==> src/rtl/topk_min_tracker.sv <==
// Keeps the K best (value, tag) pairs since the last clear in a sorted insertion array,
// and streams them best-first over a valid/ready drain port.
module topk_min_tracker #(
  parameter int VAL_W = 13,
  parameter int TAG_W = 32,
  parameter int K     = 4,
  parameter int MODE  = 0,
  localparam int RANK_W = (K > 1) ? $clog2(K) : 1,
  localparam int CNT_W  = $clog2(K + 1)
) (
  input  logic               Clk,
  input  logic               Rst,
  input  logic               clear,
  input  logic               in_valid,
  output logic               in_ready,
  input  logic [VAL_W-1:0]   in_value,
  input  logic [TAG_W-1:0]   in_tag,
  output logic               in_better,
  input  logic               drain_req,
  output logic               out_valid,
  input  logic               out_ready,
  output logic [VAL_W-1:0]   out_value,
  output logic [TAG_W-1:0]   out_tag,
  output logic [RANK_W-1:0]  out_rank,
  output logic               drain_done,
  output logic [CNT_W-1:0]   count,
  output logic               best_valid,
  output logic [VAL_W-1:0]   best_value,
  output logic [TAG_W-1:0]   best_tag
);

  localparam logic [CNT_W-1:0] K_CNT = CNT_W'(K);

  typedef enum logic {ACCUM, DRAIN} state_t;
  state_t state;

  logic [VAL_W-1:0] slot_val [K];
  logic [TAG_W-1:0] slot_tag [K];
  logic [K-1:0]     slot_vld;

  logic [VAL_W-1:0] prv_val [K];
  logic [TAG_W-1:0] prv_tag [K];
  logic [K-1:0]     prv_vld;
  logic [VAL_W-1:0] up_val [K];
  logic [TAG_W-1:0] up_tag [K];
  logic [K-1:0]     up_vld;
  logic [K-1:0]     b;
  logic [K-1:0]     ld_in;
  logic [K-1:0]     ld_prev;

  logic             ins_fire;
  logic             accept;
  logic [CNT_W-1:0] count_after_ins;

  assign ins_fire = in_valid & in_ready;
  assign accept   = out_valid & out_ready;

  // Strict compare: ties never displace an older entry, so equal values queue up behind it.
  for (genvar i = 0; i < K; i++) begin : g_slot
    if (MODE == 0) begin : g_min
      assign b[i] = ~slot_vld[i] | (in_value < slot_val[i]);
    end else begin : g_max
      assign b[i] = ~slot_vld[i] | (in_value > slot_val[i]);
    end

    if (i == 0) begin : g_head
      assign ld_in[i]   = b[i];
      assign ld_prev[i] = 1'b0;
      assign prv_val[i] = '0;
      assign prv_tag[i] = '0;
      assign prv_vld[i] = 1'b0;
    end else begin : g_body
      assign ld_in[i]   = b[i] & ~b[i-1];
      assign ld_prev[i] = b[i-1];
      assign prv_val[i] = slot_val[i-1];
      assign prv_tag[i] = slot_tag[i-1];
      assign prv_vld[i] = slot_vld[i-1];
    end

    if (i == K - 1) begin : g_tail
      assign up_val[i] = '0;
      assign up_tag[i] = '0;
      assign up_vld[i] = 1'b0;
    end else begin : g_mid
      assign up_val[i] = slot_val[i+1];
      assign up_tag[i] = slot_tag[i+1];
      assign up_vld[i] = slot_vld[i+1];
    end
  end

  always_ff @(posedge Clk or posedge Rst) begin
    if (Rst) begin
      for (int i = 0; i < K; i++) begin
        slot_val[i] <= '0;
        slot_tag[i] <= '0;
        slot_vld[i] <= 1'b0;
      end
    end else if (clear) begin
      for (int i = 0; i < K; i++) begin
        slot_val[i] <= '0;
        slot_tag[i] <= '0;
        slot_vld[i] <= 1'b0;
      end
    end else if (ins_fire) begin
      for (int i = 0; i < K; i++) begin
        if (ld_in[i]) begin
          slot_val[i] <= in_value;
          slot_tag[i] <= in_tag;
          slot_vld[i] <= 1'b1;
        end else if (ld_prev[i]) begin
          slot_val[i] <= prv_val[i];
          slot_tag[i] <= prv_tag[i];
          slot_vld[i] <= prv_vld[i];
        end
      end
    end else if (accept) begin
      for (int i = 0; i < K; i++) begin
        slot_val[i] <= up_val[i];
        slot_tag[i] <= up_tag[i];
        slot_vld[i] <= up_vld[i];
      end
    end
  end

  assign count_after_ins = (ins_fire && count != K_CNT) ? count + CNT_W'(1) : count;

  always_ff @(posedge Clk or posedge Rst) begin
    if (Rst) begin
      state      <= ACCUM;
      in_ready   <= 1'b1;
      out_valid  <= 1'b0;
      out_rank   <= '0;
      drain_done <= 1'b0;
      count      <= '0;
    end else if (clear) begin
      state      <= ACCUM;
      in_ready   <= 1'b1;
      out_valid  <= 1'b0;
      out_rank   <= '0;
      drain_done <= 1'b0;
      count      <= '0;
    end else begin
      drain_done <= 1'b0;
      case (state)
        ACCUM: begin
          count <= count_after_ins;
          // A same-cycle sample is already counted, so it joins the drain.
          if (drain_req) begin
            if (count_after_ins != '0) begin
              state     <= DRAIN;
              in_ready  <= 1'b0;
              out_valid <= 1'b1;
            end else begin
              drain_done <= 1'b1;
            end
          end
        end
        DRAIN: begin
          if (out_ready) begin
            count <= count - CNT_W'(1);
            if (count == CNT_W'(1)) begin
              state      <= ACCUM;
              in_ready   <= 1'b1;
              out_valid  <= 1'b0;
              out_rank   <= '0;
              drain_done <= 1'b1;
            end else begin
              out_rank <= out_rank + RANK_W'(1);
            end
          end
        end
        default: begin
          state     <= ACCUM;
          in_ready  <= 1'b1;
          out_valid <= 1'b0;
        end
      endcase
    end
  end

  assign in_better  = in_valid & in_ready & b[K-1];
  assign out_value  = out_valid ? slot_val[0] : '0;
  assign out_tag    = out_valid ? slot_tag[0] : '0;
  assign best_valid = slot_vld[0];
  assign best_value = slot_vld[0] ? slot_val[0] : '0;
  assign best_tag   = slot_vld[0] ? slot_tag[0] : '0;

endmodule

==> config.mk <==
export PLATFORM = sky130hd
export DESIGN_NAME = topk_min_tracker
export DESIGN_NICKNAME = d
export VERILOG_FILES = /design/src/rtl/topk_min_tracker.sv
export SDC_FILE = /design/constraint.sdc
export NUM_CORES = 1
export LEC_CHECK = 0
export CORE_ASPECT_RATIO = 2
export CORE_MARGIN = 10
export CORE_UTILIZATION = 57
export CTS_CLUSTER_SIZE = 16
export DETAILED_ROUTE_END_ITERATION = 10
export GPL_TIMING_DRIVEN = 0
export PLACE_DENSITY = 0.82
export SLEW_MARGIN = 20
export SYNTH_ARGS = -nofsm -noshare
export SYNTH_HDL_FRONTEND = slang
export SYNTH_SLANG_ARGS = --single-unit
==> constraint.sdc <==
create_clock -name Clk -period 7.85 [get_ports Clk]
set_clock_uncertainty 0.05 [all_clocks]
set_input_delay 0.785 -clock Clk [delete_from_list [all_inputs] [get_ports Clk]]
set_output_delay 0.785 -clock Clk [all_outputs]
set_load 0.02 [all_outputs]
==> impl_metrics.env <==
export IMPL_overflow=0
export IMPL_die_h_um=224
export IMPL_ys_warn_count=0
export IMPL_finalSetupViolations=0
export IMPL_ff2ff_path_depth=10
export IMPL_combinationalPowerShare=0.354
export IMPL_post_cts_resized=0
export IMPL_n_antenna_cell=0
export IMPL_synth_simple_area_share=0.132
export IMPL_synth_cells=1272
export IMPL_cts_root_buf="clkbuf_16"
export IMPL_period_needed_ns=4.63
export IMPL_yosysSeqAreaShare=0.408
export IMPL_cts_tree="yes"
export IMPL_peakVddDrop_mv=0.156
export IMPL_finalMaxSlewViolations=0
export IMPL_fillers=1637
export IMPL_p_per_area_nw_per_um2=232
export IMPL_fin_util=0.698
export IMPL_worstHoldEndpoint="prv_tag[20]"
export IMPL_synthAdderAreaFrac=0.0549
export IMPL_htreeDepth=4
export IMPL_dieArea_um2=27300
export IMPL_p_clk_frac=0.264
export IMPL_min_path_cells=2
export IMPL_grt_pass1_wl_um=65600
export IMPL_yosysUniqueCellTypes=55
export IMPL_core_area_um2=20500
export IMPL_syn_area_um2=11800
export IMPL_r2r_end="prv_tag[38]"
export IMPL_clk_insertion_delay_late_ns=0.47
export IMPL_layout_commonest_cell="dfrtp_1"
export IMPL_synth_xor_area_share=0.00222
export IMPL_synth_edf_count=0
export IMPL_end_kind="primary output"
export IMPL_hp_class="reg2reg"
export IMPL_place_congestion=0.980
export IMPL_drt_iter0_drc=1126
export IMPL_max_slew_margin_rel=0.332
export IMPL_hold_slack_ns=0.447
export IMPL_p_int_uw=2010
export IMPL_final_cell_mix="192 x dfrtp_1, 150 x clkdlybuf4s50_1, 129 x inv_1"
export IMPL_status="finished, final reports clean"
export IMPL_antenna_found_initial=0
export IMPL_max_clock_freq_mhz=216
export IMPL_ys_ff_latch=193
export IMPL_num_rows=74
export IMPL_clk_pin_slew_ns=0.07
export IMPL_layout_setup_ws_ns=3.22
export IMPL_grt_setup_unrepaired="false"
export IMPL_vias=11600
export IMPL_swShare=0.392
export IMPL_io_pins=151
export IMPL_grt_use_total=0.305
export IMPL_ys_flop_type="dfrtp_1"
export IMPL_route_antenna_remaining_nets=0
export IMPL_arrival_ns=3.80
export IMPL_hold_viol_final=0
export IMPL_required_ns=7.01
export IMPL_critical_path_max_fanout=8
export IMPL_async_flop_share=1.00
export IMPL_drc=0
export IMPL_p_switching_uw=1300
export IMPL_fin_crit_sh=0.590
export IMPL_max_cap_viol_count=0
export IMPL_drive_above_1_share=0.0481
export IMPL_tns_ns=0
export IMPL_grt_max_degree=100
export IMPL_clk_path_buf_depth=2
export IMPL_crit_path_start_kind="input pin"
export IMPL_p_leak_uw=0.00585
export IMPL_hold_start="slot_tag[20]"
export IMPL_power_uw=3310
export IMPL_dpl_hpwl_um=29800
export IMPL_syn_nets=1375
export IMPL_wirelength_um=42000
export IMPL_r2r_setup_slack_ns=4.15
export IMPL_crit_type="in2out"
export IMPL_synth_top_family_by_area="compound AO/OA/AOI/OAI gates"
export IMPL_ctsHoldBuffers=0
export IMPL_clock_sinks=193
export IMPL_place_ws_ns=3.27
export IMPL_synthMuxAreaShare=0.0787
export IMPL_numCtsBuffers=17
export IMPL_die_w_um=122
export IMPL_seqPwrFrac=0.382
export IMPL_initial_core_util=0.579
export IMPL_final_nets=1545
export IMPL_grt_pass1_vias=12200
export IMPL_wl_per_cell_um=24.4
export IMPL_areaGrowthSynthToFinish_pct=20.6
export IMPL_drt_vias_per_instance=6.74
export IMPL_io_buffers=150
export IMPL_synth_area_per_cell_um2=9.31
export IMPL_regToRegStartpoint="prv_val[25]"
export IMPL_cts_setup_buffers=0
export IMPL_synth_compound_area_frac=0.242
export IMPL_firstDrtPassIters=6
export IMPL_worst_slew_pin_slew_ns=1.00
-- state kept, by name, summed over array words and instances (netlist names) --
signal,cells
count,3
drain_done,1
in_ready,1
out_rank,2
out_valid,1
prv_tag,96
prv_val,39
slot_tag,32
slot_val,13
slot_vld,4
state,1
-- how the worst max path moves through the flow --
stage / startpoint / slack (ns) / endpoint
2_1_floorplan: Rst / 1.76 / count[0]
3_3_place_gp: Rst / -0.83 / prv_tag[42]
3_5_place_dp: in_value[12] / 3.27 / in_better
4_1_cts: in_value[12] / 3.25 / in_better
5_1_grt: in_value[12] / 3.06 / in_better
6_report: in_value[12] / 3.22 / in_better
-- stage by stage --
| stage | cells | area, um2 |
|---|---|---|
| after detailed placement | 1689 | 13700 |
| after floorplan | 1272 | 11800 |
| after CTS | 1721 | 14300 |
| after global routing | 1721 | 14300 |
| after global placement | 1688 | 13700 |
| final | 1721 | 14300 |
-- per-layer routing --
layer  GRT usage  share of wire
met2       0.515           0.51
met1       0.326           0.34
met5           0              0
met3      0.0680          0.085
met4       0.215          0.066
-- cell families (layout without fill, tap and decap cells) --
logic type	Yosys count	count (layout)
AO/OA/AOI/OAI	378	378
flip-flops	193	193
XOR/XNOR	3	3
adder cells (fa/ha/maj)	52	52
AND/OR/NAND/NOR	312	312
multiplexers	93	93
buffers and inverters	241	424
-- power by group through the flow --
stage	Sequential, uW	Clock [uW]	Combinational (uW)
detailed placement	1280	0	1150
global route	1280	910	1260
finish	1270	876	1170
floorplan	1240	0	725
CTS	1260	870	1150
global placement	1270	0	1110
-- synth_stat cells, types with 4 or more instances --
cell | count | area, um2
nor2_1 | 39 | 146
and2_1 | 81 | 507
a32o_1 | 45 | 450
buf_2 | 21 | 105
nor2b_1 | 4 | 25.0
o21ai_0 | 100 | 500
mux2i_1 | 92 | 921
a21oi_1 | 24 | 120
o211ai_1 | 47 | 353
clkbuf_1 | 80 | 300
nand3_1 | 8 | 40.0
a221o_1 | 45 | 450
o31ai_1 | 46 | 345
nand2_1 | 116 | 435
nor4_1 | 45 | 282
o221ai_1 | 44 | 385
ha_1 | 52 | 651
a211oi_1 | 4 | 30.0
buf_1 | 4 | 15.0
inv_1 | 130 | 488
buf_6 | 6 | 67.6
dfrtp_1 | 192 | 4800
-- area by class of cell --
class / count / area, um2 / share of cell area
multi-input combinational: 838 / 6040 / 0.423
sequential: 193 / 4830 / 0.338
timing repair buffer: 151 / 1530 / 0.107
inverter: 130 / 495 / 0.0347
buffer: 111 / 488 / 0.0342
clock buffer: 20 / 457 / 0.0320
tap: 266 / 333 / 0.0233
clock inverter: 12 / 108 / 0.00753
-- worst max-delay path, stage by stage --
cell	delay, ns
clkdlybuf4s50_1	0.75
ha_1	0.33
a21oi_1	0.15
o21ai_0	0.17
a211oi_1	0.38
nor4b_1	0.27
a211oi_1	0.14
nor2_1	0.18
clkdlybuf4s50_1	0.64
Power figures use the tool's default switching activity.
